$ cat src/rtl/dense_layer_seq_mac.sv
// Sequential fully-connected layer: buffers one activation vector, then computes
// bias + dot(row, inputs) per output with one multiply-accumulate per cycle.
module dense_layer_seq_mac #(
    parameter int W     = 9,
    parameter int NFRAC = 4,
    parameter int N_IN  = 32,
    parameter int N_OUT = 32,
    parameter int RELU  = 1,
    parameter int ACC_W = 2*W + $clog2(N_IN) + 1
) (
    input  logic                            clk,
    input  logic                            rst_n,
    input  logic                            in_valid,
    output logic                            in_ready,
    input  logic [W-1:0]                    in_data,
    output logic                            w_rd_en,
    output logic [$clog2(N_IN*N_OUT)-1:0]   w_addr,
    input  logic [W-1:0]                    w_data,
    output logic                            b_rd_en,
    output logic [$clog2(N_OUT)-1:0]        b_addr,
    input  logic [W-1:0]                    b_data,
    output logic                            out_valid,
    input  logic                            out_ready,
    output logic [W-1:0]                    out_data,
    output logic [$clog2(N_OUT)-1:0]        out_idx,
    output logic                            out_last,
    output logic                            busy
);

    localparam int AW = $clog2(N_IN*N_OUT);
    localparam int OW = $clog2(N_OUT);
    localparam int IW = (N_IN > 1) ? $clog2(N_IN) : 1;

    localparam logic signed [ACC_W-1:0] HALF = $signed({{(ACC_W-1){1'b0}}, 1'b1}) <<< (NFRAC-1);
    localparam logic signed [ACC_W-1:0] MAXV = ACC_W'((2**(W-1)) - 1);
    localparam logic signed [ACC_W-1:0] MINV = ACC_W'(-(2**(W-1)));

    typedef enum logic [2:0] {
        IDLE,
        LOAD,
        BIAS,
        MAC,
        DRAIN,
        EMIT
    } state_t;

    state_t                   state;
    state_t                   state_nx;
    logic [IW-1:0]            i_cnt;
    logic [OW-1:0]            o_cnt;
    logic [W-1:0]             in_buf [N_IN];
    logic signed [ACC_W-1:0]  acc;

    logic                     cnt_last;
    logic                     o_last;
    logic [IW-1:0]            op_idx;
    logic [W-1:0]             op_a;
    logic signed [2*W-1:0]    prod;
    logic signed [ACC_W-1:0]  prod_ext;
    logic signed [ACC_W-1:0]  acc_sum;
    logic signed [ACC_W-1:0]  bias_ext;
    logic signed [ACC_W-1:0]  rnd;
    logic [W-1:0]             sat;
    logic [W-1:0]             act;

    assign cnt_last = (i_cnt == IW'(N_IN-1));
    assign o_last   = (o_cnt == OW'(N_OUT-1));

    // in_ready is gated by rst_n so every output reads 0 while reset is held
    assign in_ready = rst_n && ((state == IDLE) || (state == LOAD));
    assign busy     = (state != IDLE);
    assign b_addr   = o_cnt;
    assign out_idx  = o_cnt;
    assign out_last = out_valid && o_last;
    assign w_addr   = AW'(o_cnt) * AW'(N_IN) + AW'(i_cnt);

    // Product operand lags the issued weight address by one cycle (memory latency)
    assign op_idx   = (state == DRAIN) ? IW'(N_IN-1) : (i_cnt - IW'(1));
    assign op_a     = in_buf[op_idx];
    assign prod     = $signed({{W{op_a[W-1]}}, op_a}) * $signed({{W{w_data[W-1]}}, w_data});
    assign prod_ext = {{(ACC_W-2*W){prod[2*W-1]}}, prod};
    assign acc_sum  = acc + prod_ext;
    assign bias_ext = $signed({{(ACC_W-W){b_data[W-1]}}, b_data}) <<< NFRAC;

    always_comb begin
        rnd = (acc_sum + HALF) >>> NFRAC;
        if (rnd > MAXV) begin
            sat = MAXV[W-1:0];
        end else if (rnd < MINV) begin
            sat = MINV[W-1:0];
        end else begin
            sat = rnd[W-1:0];
        end
        if ((RELU != 0) && sat[W-1]) begin
            act = '0;
        end else begin
            act = sat;
        end
    end

    always_ff @(posedge clk or negedge rst_n) begin
        if (!rst_n) begin
            state <= IDLE;
        end else begin
            state <= state_nx;
        end
    end

    always_comb begin
        state_nx  = state;
        w_rd_en   = 1'b0;
        b_rd_en   = 1'b0;
        out_valid = 1'b0;
        case (state)
            IDLE: begin
                if (in_valid) begin
                    state_nx = (N_IN == 1) ? BIAS : LOAD;
                end
            end
            LOAD: begin
                if (in_valid && cnt_last) begin
                    state_nx = BIAS;
                end
            end
            BIAS: begin
                b_rd_en  = 1'b1;
                state_nx = MAC;
            end
            MAC: begin
                w_rd_en = 1'b1;
                if (cnt_last) begin
                    state_nx = DRAIN;
                end
            end
            DRAIN: begin
                state_nx = EMIT;
            end
            EMIT: begin
                out_valid = 1'b1;
                if (out_ready) begin
                    state_nx = o_last ? IDLE : BIAS;
                end
            end
            default: begin
                state_nx = IDLE;
            end
        endcase
    end

    always_ff @(posedge clk or negedge rst_n) begin
        if (!rst_n) begin
            i_cnt    <= '0;
            o_cnt    <= '0;
            acc      <= '0;
            out_data <= '0;
            for (int k = 0; k < N_IN; k++) begin
                in_buf[k] <= '0;
            end
        end else begin
            case (state)
                IDLE: begin
                    if (in_valid) begin
                        in_buf[0] <= in_data;
                        i_cnt     <= (N_IN == 1) ? IW'(0) : IW'(1);
                        o_cnt     <= '0;
                    end
                end
                LOAD: begin
                    if (in_valid) begin
                        in_buf[i_cnt] <= in_data;
                        i_cnt         <= cnt_last ? '0 : (i_cnt + IW'(1));
                    end
                end
                BIAS: begin
                    i_cnt <= '0;
                end
                MAC: begin
                    acc <= (i_cnt == '0) ? bias_ext : acc_sum;
                    if (!cnt_last) begin
                        i_cnt <= i_cnt + IW'(1);
                    end
                end
                DRAIN: begin
                    acc      <= acc_sum;
                    out_data <= act;
                end
                EMIT: begin
                    if (out_ready) begin
                        o_cnt <= o_last ? '0 : (o_cnt + OW'(1));
                    end
                end
                default: begin
                    i_cnt <= '0;
                end
            endcase
        end
    end

endmodule

$ cat config.mk
export PLATFORM = sky130hd
export DESIGN_NAME = dense_layer_seq_mac
export DESIGN_NICKNAME = d
export VERILOG_FILES = /design/src/rtl/dense_layer_seq_mac.sv
export SDC_FILE = /design/constraint.sdc
export NUM_CORES = 1
export LEC_CHECK = 0
export BUFFER_PORTS_ARGS = -buffer_cell sky130_fd_sc_hd__buf_4
export CAP_MARGIN = 20
export CORE_UTILIZATION = 45
export CTS_BUF_LIST = sky130_fd_sc_hd__clkbuf_16
export CTS_CLUSTER_SIZE = 8
export DETAILED_ROUTE_END_ITERATION = 6
export PLACE_DENSITY = 0.68
export SLEW_MARGIN = 20
export SYNTH_ARGS = -nofsm -noshare
export SYNTH_HDL_FRONTEND = slang
export SYNTH_SLANG_ARGS = --single-unit
$ cat constraint.sdc
create_clock -name clk -period 10.61 [get_ports clk]
set_clock_uncertainty 0.15 [all_clocks]
set_input_delay 2.122 -clock clk [delete_from_list [all_inputs] [get_ports clk]]
set_output_delay 2.122 -clock clk [all_outputs]
set_load 0.1 [all_outputs]
Yosys cells after proc, flatten, opt, wreduce, memory -nomap -nowiden

Index checks and enable logic that the tools add are counted.

Add/subtract/negate cells: 6
Multiply operators: 1
$lt $le $gt $ge: 5
Equality and inequality tests: 13
Mux-type cells: 33
Bitwise logic cells: 3
Reductions and logical operators: 17

Operators with widths:

| kind                                                                             | count |
|---|---|
| 288-bit bitwise mux                                                              | 1 |
| 288-bit 2-to-1 mux                                                               | 1 |
| 9-bit 2-to-1 mux                                                                 | 6 |
| 24-bit one-hot mux with 2 select lines                                           | 1 |
| 9-bit binary-select mux with 5-bit select                                        | 1 |
| 9-bit demux with 5-bit select                                                    | 1 |
| 5-bit 2-to-1 mux                                                                 | 8 |
| 24-bit by 18-bit adder with 24-bit output                                        | 1 |
| 24-bit by 5-bit adder with 24-bit output, second input constant                  | 1 |
| 24-bit 2-to-1 mux                                                                | 1 |
| 20-bit by 9-bit greater-than comparator with 1-bit output, second input constant | 1 |
| 20-bit by 9-bit less-than comparator with 1-bit output, second input constant    | 1 |
| 5-bit one-hot mux with 4 select lines                                            | 1 |
| 9-bit by 9-bit multiplier with 18-bit output                                     | 1 |
| 3-bit one-hot mux with 6 select lines                                            | 1 |
| 9-bit one-hot mux with 2 select lines                                            | 1 |
| 6-bit greater-or-equal comparator, second input constant                         | 2 |
| 3-bit 2-to-1 mux                                                                 | 4 |
| 5-bit NOT with 6-bit output                                                      | 2 |
| 10-bit by 5-bit adder with 10-bit output                                         | 1 |
| 5-bit by 1-bit adder with 5-bit output, second input constant                    | 2 |
| 5-bit == test, second input constant                                             | 2 |
| 2-bit != test, second input constant                                             | 5 |
| 5-bit one-hot mux with 2 select lines                                            | 1 |
| other kinds (20)                                                                 | 31 |

Register bits after elaboration: 334
Input bits: 31
Output and inout port bits: 35

Longest topological paths before layout

Gate-level depths: netlist (run 1).

Word-level depth: 13
Gate-level depth with buffers: 37
Depth with buffers taken out: 32

Worst setup path before layout (run 1)

Ideal clock, no wire load.

Kind: flip-flop to flip-flop
From: register i_cnt[0]
To: register out_data[1]
Library setup time: 0.088 ns
Arrival time: 9.534 ns
Data required time: 10.372 ns
Setup slack: 0.838 ns
Cell stages (with the launch flop): 36
Buffers on the path: 4
Clock period less this slack: 9.772 ns
Path through: dfrtp_1 -> inv_1 -> clkbuf_1 -> clkbuf_1 -> ha_1 -> xnor2_1 -> nand2_1 -> clkbuf_1 -> mux4_2 -> a21oi_1 -> a21oi_1 -> a21oi_1 -> nand2b_1 -> inv_1 -> fa_1 -> inv_1 -> fa_1 -> fa_1 -> inv_1 -> fa_1 -> inv_1 -> fa_1 -> inv_1 -> ha_1 -> clkbuf_1 -> nand4_1 -> or2_2 -> o211ai_1 -> nor3_1 -> nor2_1 -> and4b_1 -> nand4_1 -> nor3_1 -> xnor2_1 -> nand3_1 -> o211ai_1

Cells in the longest elaborated chain, start to end: 13

Ends and longest elaborated chain:

| element                                                 | line | source |
|---|---|---|
| start, declared                                         | 49   | `logic [IW-1:0] i_cnt;` |
| start signal, assigned                                  | 164  | `i_cnt <= (N_IN == 1) ? IW'(0) : IW'(1);` |
| start signal, assigned                                  | 171  | `i_cnt <= cnt_last ? '0 : (i_cnt + IW'(1));` |
| start signal, assigned                                  | 180  | `i_cnt <= i_cnt + IW'(1);` |
| 5-bit by 1-bit subtractor with 5-bit output (*)         | 78   | `assign op_idx = (state == DRAIN) ? IW'(N_IN-1) : (i_cnt - IW'(1));` |
| 5-bit 2-to-1 mux (*)                                    | 78   |  |
| 5-bit NOT with 6-bit output (implied by the code) (*)   | 79   | `assign op_a = in_buf[op_idx];` |
| 9-bit binary-select mux with 5-bit select (*)           | 79   |  |
| 9-bit 2-to-1 mux (implied by the code) (*) (2 in a row) | 79   |  |
| 9-bit by 9-bit multiplier with 18-bit output (*)        | 80   | `assign prod = $signed({{W{op_a[W-1]}}, op_a}) * $signed({{W{w_data[W-1]}}, w_data});` |
| 24-bit by 18-bit adder with 24-bit output (*)           | 82   | `assign acc_sum = acc + prod_ext;` |
| 24-bit by 5-bit adder with 24-bit output (*)            | 86   | `rnd = (acc_sum + HALF) >>> NFRAC;` |
| 20-bit by 9-bit less-than comparator with 1-bit output  | 89   | `end else if (rnd < MINV) begin` |
| 9-bit 2-to-1 mux                                        | 89   |  |
| 9-bit 2-to-1 mux (*)                                    | 87   | `if (rnd > MAXV) begin` |
| 8-bit 2-to-1 mux (*)                                    | 94   | `if ((RELU != 0) && sat[W-1]) begin` |
| end signal, assigned                                    | 185  | `out_data <= act;` |
| end, declared                                           | 24   | `output logic [W-1:0] out_data,` |

Mark *: on every way between the ends. The rest lies on a longest branch, timed or not. The select of a mux whose other input is x is not followed.
A chain may end at the register's enable or synchronous reset.

Worst setup path in the final report (run 1)

From: register state[2]
To: register out_data[6]

Cells in the longest elaborated chain, start to end: 13

Ends and longest elaborated chain:

| element                                                | line    | source |
|---|---|---|
| start, declared                                        | 47      | `state_t state;` |
| start signal, assigned                                 | 105     | `state <= state_nx;` |
| 3-bit == test (*)                                      | 78, 160 |  |
| 5-bit 2-to-1 mux                                       | 78      |  |
| 5-bit NOT with 6-bit output (implied by the code)      | 79      |  |
| 9-bit binary-select mux with 5-bit select              | 79      |  |
| 9-bit 2-to-1 mux (implied by the code) (2 in a row)    | 79      |  |
| 9-bit by 9-bit multiplier with 18-bit output           | 80      |  |
| 24-bit by 18-bit adder with 24-bit output              | 82      |  |
| 24-bit by 5-bit adder with 24-bit output               | 86      |  |
| 20-bit by 9-bit less-than comparator with 1-bit output | 89      |  |
| 9-bit 2-to-1 mux                                       | 89      |  |
| 9-bit 2-to-1 mux                                       | 87      |  |
| 8-bit 2-to-1 mux                                       | 94      |  |

Marked as above.

==> impl_metrics.toml, run 1 <==
[status]
run_status = "finished, final reports clean"

[synth]
synth-edff-count = 0
synth_area_leaders = "dfrtp_1 (40%), mux2_2 (15%), fa_1 (9.5%), ha_1 (4.2%), mux4_2 (3.9%)"
synth_seq_cells = 333
synth_top_area_share_pct = 40.3
async_reset_ff_share_pct = 100
syn_nets = 2023
yosysSeqAreaShare_pct = 40.3
synthFlopType = "dfrtp_1"
syn_inst = 1825
syn-mean-instance-area_um2 = 11.3
syn_area_um2 = 20700
yosys.area.top_type = "dfrtp_1"
synth_cell_types = 68
ys.warnings.count = 0

[worst_setup_path]
rrSetupSlack_ps = 670
r2r_start = "state[2]$_DFFE_PN0P_"
slowest_stage = "a21oi_1"
startpoint = "state[2]$_DFFE_PN0P_"
worstSetupEndpoint = "out_data[6]$_DFFE_PN0P_"
path_common_cell = "fa_1"
reg2reg_depth = 28
worstPathRequired_ps = 10950
arrival_ps = 10280
end_kind = "flop"
r2r-end = "out_data[6]$_DFFE_PN0P_"
crit_type = "reg2reg"
critPathMaxFanout = 16
worstSetupStartpointType = "flop"
critPathMaxStageDelay_ps = 730

[detailed_routing]
vias = 14300
dr.pass1.iters = 5
detail_route.wl_per_cell_um = 20.7
avgViaCountPerCell = 5.80
finalWirelength_um = 51000
antenna_left = 0
drt_iter0_markers = 929
remaining_drc_errors = 0

[finish]
final_cell_mix = "dfrtp_1 (333), mux2_2 (281), inv_1 (173)"
diodes = 0
fin_area_um2 = 23000
n_fill_cell = 3956
drive_above_1_share_pct = 26.2
final_common_cell = "dfrtp_1"
syn_to_final_growth_pct = 11.3
layout.nets = 2054

[global_routing]
grt_usage_pct = 22.4
grt_overflow_total = 0
grt_pass1_wl_um = 82300
first_global_vias = 14900
grt_max_degree = 90
antenna_found_initial = 0

[run]
maxCapViolations = 0

[timing]
setup_tns_ps = 0
hold_viol = 0
slew-limit-headroom_pct = 34.2
hold_slack_ps = 333
tightest_slew_ps = 987
fmax_mhz = 101
drv_slew = 0
post-route-min-period_ps = 9940
finalSetupViolations = 0
layout_worst_path_cycle_share_pct = 93.7
rsz0062_at_grt = "false"

[place]
port_buffers = 64
globalplace.congestion = 0.845
placed_cell_area_um2 = 21700
dpl.hpwl_um = 35000

[clock_tree]
tritoncts = "done"
clock_latency_ps = 590
clk_pin_slew_worst_paths_ps = 50
cts_setup_buffers = 0
numCtsBuffers = 48
cts_root_buf = "clkbuf_16"
cts_max_path_buffers = 3
cts.sinks = 333
ctsHoldBuffers = 0
cts_resized = 0
cts_max_level = 2

[min_path]
hp-class = "reg2reg"
min_from = "in_buf[284]$_DFFE_PN0P_"

[die]
die_w_um = 216
start_util_pct = 45.5
core_area_um2 = 45400
design.die.area_um2 = 46800
rows = 78
die_h_um = 216
io_pins = 66
per-stage QoR:
| stage | setup WS [ps] | std cells | utilization (%) |
|---|---|---|---|
| after floorplan | 838 | 1825 | - |
| after global placement | 984 | 2406 | 47.8 |
| after detailed placement | 695 | 2406 | 47.8 |
| after CTS | 669 | 2462 | 50.7 |
| after global routing | 39.7 | 2462 | 50.7 |
| final | 668 | 2462 | 50.7 |
synth_stat cells, types with 8 or more instances:
library cell / number
dfrtp_1: 333
mux2_2: 281
inv_1: 172
nand2_1: 123
a21oi_1: 104
fa_1: 98
clkbuf_1: 94
ha_1: 69
a211oi_1: 67
and3_1: 47
nor2b_1: 47
o21ai_0: 47
nand2b_1: 40
a221oi_1: 36
mux4_2: 36
nor2_1: 31
xnor2_1: 21
and2_1: 15
o211ai_1: 15
nor3_1: 13
buf_4: 11
mux2i_1: 11
nand3_1: 9
a21o_1: 8
nand4_1: 8
xor2_1: 8
per-layer routing:
layer	track usage (%)	wire, um	share of wire (%)	vias up
met2	36.8	24500	48	358
met4	8.03	1690	3.3	0
li1	-	-	-	6448
met5	0	0	0	-
met1	29.5	22100	43	7371
met3	4.20	2760	5.4	106
area by class of cell:
type	instances	area, um2	area share (%)
sequential	333	8330	36.2
clock inverter	8	105	0.457
tap	600	751	3.26
multi-input combinational	1207	11200	48.9
timing repair buffer	94	726	3.15
inverter	172	646	2.81
clock buffer	48	1200	5.22
critical path: cells and delay by family, from the launching register on:
family | cells | cell delay, ps
AO/OA/AOI/OAI | 7 | 2100
XOR/XNOR | 2 | 710
adder cells (fa/ha/maj) | 6 | 2950
buffers and inverters | 3 | 430
flip-flops | 1 | 580
multiplexers | 1 | 510
AND/OR/NAND/NOR | 9 | 2370
flip-flops by register name, summed over array words and instances (netlist names):
register,count
acc,24
b_addr,5
i_cnt,5
in_buf,288
out_data,8
state,3
kinds of logic (layout without fill, tap and decap cells):
kind of cell | Yosys count | in the layout | synth area share [%]
and+or+nand+nor | 363 | 363 | 9.30
DFF | 333 | 333 | 40.3
muxes | 328 | 328 | 19.8
AOI/OAI and AO/OA | 317 | 317 | 10.1
buffers and inverters | 285 | 322 | 5.41
adders and majority gates | 167 | 167 | 13.7
xor gates and xnor gates | 31 | 31 | 1.39
other | 1 | 1 | 0.0181
how the worst min path moves through the flow:
stage | endpoint | depth (start not counted)
finish | in_buf[284]$_DFFE_PN0P_ | 2
global route | in_buf[107]$_DFFE_PN0P_ | 1
CTS | in_buf[284]$_DFFE_PN0P_ | 2
detailed placement | in_buf[284]$_DFFE_PN0P_ | 2
global placement | in_buf[284]$_DFFE_PN0P_ | 2
floorplan | acc[8]$_DFFE_PN0P_ | 2
Power of run 1 is not shown: default switching activity piles up to over one toggle a cycle in this logic, so the estimate is an artifact.
==> run 2: changes to the inputs <==
- clock period: 10.61 -> 12.7 ns (I/O delays scaled with it)
==> impl_metrics.toml, run 2 (synthesis results as in run 1) <==
[die]
rows = 78
die_w_um = 216
design.die.area_um2 = 46800
io_pins = 66
die_h_um = 216
start_util_pct = 45.5
core_area_um2 = 45400

[worst_setup_path]
worstPathRequired_ps = 12960
worstSetupStartpointType = "flop"
critPathMaxStageDelay_ps = 760
startpoint = "state[2]$_DFFE_PN0P_"
critPathMaxFanout = 20
slowest_stage = "nand2_2"
arrival_ps = 10800
r2r_start = "state[2]$_DFFE_PN0P_"
crit_type = "reg2reg"
end_kind = "flop"

[detailed_routing]
drt_iter0_markers = 906
antenna_left = 0
detail_route.wl_per_cell_um = 20.7
finalWirelength_um = 50500
dr.pass1.iters = 5
avgViaCountPerCell = 5.83
vias = 14200
remaining_drc_errors = 0

[global_routing]
first_global_vias = 14700
grt_overflow_total = 0
grt_pass1_wl_um = 82000
antenna_found_initial = 0
grt_usage_pct = 22.2
grt_max_degree = 168

[clock_tree]
cts_resized = 0
cts_max_path_buffers = 3
clock_latency_ps = 570
cts.sinks = 333
cts_setup_buffers = 0
cts_max_level = 2
cts_root_buf = "clkbuf_16"
ctsHoldBuffers = 0
clk_pin_slew_worst_paths_ps = 50
tritoncts = "done"
numCtsBuffers = 47

[timing]
rsz0062_at_grt = "false"
finalSetupViolations = 0
hold_viol = 0
tightest_slew_ps = 985
drv_slew = 0
post-route-min-period_ps = 10540
setup_tns_ps = 0
fmax_mhz = 94.9
slew-limit-headroom_pct = 34.3
layout_worst_path_cycle_share_pct = 83.0

[finish]
drive_above_1_share_pct = 25.4
syn_to_final_growth_pct = 10.4
top_regs = "in_buf (288), acc (24), out_data (8)"
final_cell_mix = "dfrtp_1 (333), mux2_2 (281), inv_1 (174)"
final_common_cell = "dfrtp_1"
utilization_pct = 50.3
largest_register = "in_buf"
largest_register_ffs = 288
diodes = 0
layout.nets = 2036

[run]
maxCapViolations = 0

[min_path]
hp-class = "reg2reg"
min_from = "in_buf[287]$_DFFE_PN0P_"

[place]
port_buffers = 64
dpl.hpwl_um = 34100
globalplace.congestion = 0.872

[status]
run_status = "finished, final reports clean"
[run 2: changes by cell type in the layout (fill, tap and decap cells not counted), sizes merged]
cell	previous run	this run
buf	94	77
bufinv	1	0
clkinv	3	1
[run 2: worst paths after layout]
check                                          endpoint  slack (ps)  cells past startpoint
worst min-delay path            in_buf[287]$_DFFE_PN0P_         330                      2
worst min register to register  in_buf[287]$_DFFE_PN0P_         330                      2
max in group asynchronous       in_buf[262]$_DFFE_PN0P_        9200                      2
worst max register to register  out_data[0]$_DFFE_PN0P_        2160                     30
worst max-delay path            out_data[0]$_DFFE_PN0P_        2160                     30
min in group asynchronous        in_buf[88]$_DFFE_PN0P_        1800                      1
[run 2: layout make-up]
| type | count | area [um2] |
|---|---|---|
| fillers | 3978 | 22600 |
| multi-input cells | 1207 | 11200 |
| flip-flops and latches | 333 | 8330 |
| clock buffers | 48 | 1200 |
| well taps | 600 | 751 |
| inverters | 172 | 646 |
| repair buffers | 77 | 602 |
| clock inverters | 5 | 36.3 |
[run 2: metal layers]
layer	GRT usage (%)	wire (um)	part of all wire [%]
met5	0	0	0
met3	3.59	2640	5.2
met1	30.9	22500	45
met4	6.78	1410	2.8
met2	35.5	23900	47
[run 2: through the flow]
| step | setup slack (ps) | cells | hold slack (ps) | area (um2) |
|---|---|---|---|---|
| floorplan | 2930 | 1825 | 300 | 20700 |
| global placement | 2470 | 2389 | 313 | 21600 |
| detailed placement | 2200 | 2389 | 321 | 21600 |
| CTS | 2190 | 2442 | 332 | 22800 |
| global route | 1490 | 2442 | 355 | 22800 |
| finish | 2160 | 2442 | 330 | 22800 |
[run 2: worst max-delay path: cells and delay by family, from the launching register on]
kind / cells / cell delay, ps
DFF: 1 / 570
buffers and inverters: 5 / 330
AOI/OAI and AO/OA: 10 / 2610
and+or+nand+nor: 7 / 2550
adders and majority gates: 6 / 3390
muxes: 2 / 770
Power of run 2 is left out for the same reason.
==> run 3: changes to the inputs <==
- clock period: 12.7 -> 10.3 ns (I/O delays scaled with it)
==> impl_metrics.toml, run 3 (synthesis results as in run 1) <==
[place]
port_buffers = 64
globalplace.congestion = 0.854
dpl.hpwl_um = 35800
placed_cell_area_um2 = 21700

[clock_tree]
clk_pin_slew_worst_paths_ps = 50
cts.sinks = 333
cts_root_buf = "clkbuf_16"
cts_max_path_buffers = 3
cts_max_level = 2
ctsHoldBuffers = 0
cts_setup_buffers = 0
tritoncts = "done"
numCtsBuffers = 49
clock_latency_ps = 580

[finish]
final_cell_mix = "dfrtp_1 (332), mux2_2 (281), inv_1 (174)"
top_regs = "in_buf (288), acc (24), out_data (8)"
drive_above_1_share_pct = 26.4
multi_input_area_um2 = 11300
register_area_um2 = 8330
fin_area_um2 = 23100
n_fill_cell = 3976
largest_register = "in_buf"
diodes = 0
final_common_cell = "dfrtp_1"
syn_to_final_growth_pct = 11.7
utilization_pct = 50.9
layout.nets = 2051
largest_register_ffs = 288

[detailed_routing]
wirelength_met1_um = 23100
vias = 14300
antenna_left = 0
wl_met2_um = 25800
avgViaCountPerCell = 5.79
dr.pass1.iters = 5
detail_route.wl_per_cell_um = 21.7
wl_met3_um = 2830
remaining_drc_errors = 0
finalWirelength_um = 53400
drt_iter0_markers = 906
highest_layer = "met4"

[global_routing]
antenna_found_initial = 1
grt_usage_pct = 23.1
grt_max_degree = 154
first_global_vias = 15100
grt_pass1_wl_um = 84500
grt_overflow_total = 0

[status]
run_status = "finished, final reports clean"

[timing]
fmax_mhz = 103
drv_slew = 0
hold_viol = 0
layout_worst_path_cycle_share_pct = 94.5
post-route-min-period_ps = 9730
hold_slack_ps = 327
slew-limit-headroom_pct = 39.1
tightest_slew_ps = 914
setup_tns_ps = 0
finalSetupViolations = 0

[worst_setup_path]
path_common_cell = "fa_1"
critPathMaxStageDelay_ps = 720
crit_type = "reg2reg"
worstSetupStartpointType = "flop"
worstPathRequired_ps = 10580
slowest_stage = "a21oi_1"
critPathMaxFanout = 35
end_kind = "flop"
arrival_ps = 10020
cp_top_family = "adder cells"
path_buf_inv = 4

[die]
die_w_um = 216
core_area_um2 = 45400
rows = 78
die_h_um = 216
start_util_pct = 45.5
design.die.area_um2 = 46800
io_pins = 66

[min_path]
hp-class = "reg2reg"

[run]
maxCapViolations = 0
==> run 3: cell types whose count changed in the layout (fill, tap and decap cells not counted), sizes merged <==
cell,delta
buf,+11
clkbuf,+2
clkinv,+5
inv,-1
bufinv,+1
nand2,+1
==> run 3: worst paths after layout <==
check	slack, ps	endpoint	cells past startpoint	start
max	570	out_data[3]$_DFFE_PN0P_	30	i_cnt[0]$_DFFE_PN0P_
max in group asynchronous	6590	acc[5]$_DFFE_PN0P_	3	rst_n
min in group asynchronous	1260	in_buf[91]$_DFFE_PN0P_	1	rst_n
min reg2reg	330	in_buf[283]$_DFFE_PN0P_	2	in_buf[283]$_DFFE_PN0P_
max reg2reg	570	out_data[3]$_DFFE_PN0P_	30	i_cnt[0]$_DFFE_PN0P_
min	330	in_buf[283]$_DFFE_PN0P_	2	in_buf[283]$_DFFE_PN0P_
==> run 3: layout make-up <==
type	count	share of cell area [%]
timing repair buffer	89	3.12
clock buffer	49	5.31
inverter	172	2.80
multi-input combinational	1208	49.0
tap	600	3.25
clock inverter	10	0.466
sequential	333	36.1
==> run 3: worst register-to-register path: cells and delay by family, from the launching register on <==
family | cells | cell delay (ps)
adder cells (fa/ha/maj) | 7 | 3330
buffers and inverters | 4 | 590
flip-flops | 1 | 470
AO/OA/AOI/OAI | 10 | 2860
AND/OR/NAND/NOR | 7 | 1520
multiplexers | 1 | 250
XOR/XNOR | 1 | 410
==> run 3: metrics by stage <==
stage	worst slack [ps]	std cells
detailed placement	399	2401
CTS	352	2460
floorplan	528	1825
global route	-10.0	2461
finish	566	2461
global placement	631	2401
==> run 3: per-layer routing <==
layer / vias up / global-route usage [%]
li1: 6430 / -
met3: 100 / 3.96
met1: 7314 / 30.4
met5: - / 0
met2: 406 / 38.4
met4: 0 / 8.52
==> run 3: repair_timing <==
item                       in CTS  in global routing
hold endpoints to repair        0                  0
gates resized for setup         0                 14
setup endpoints to repair       0                  8
Power of run 3 is left out for the same reason.
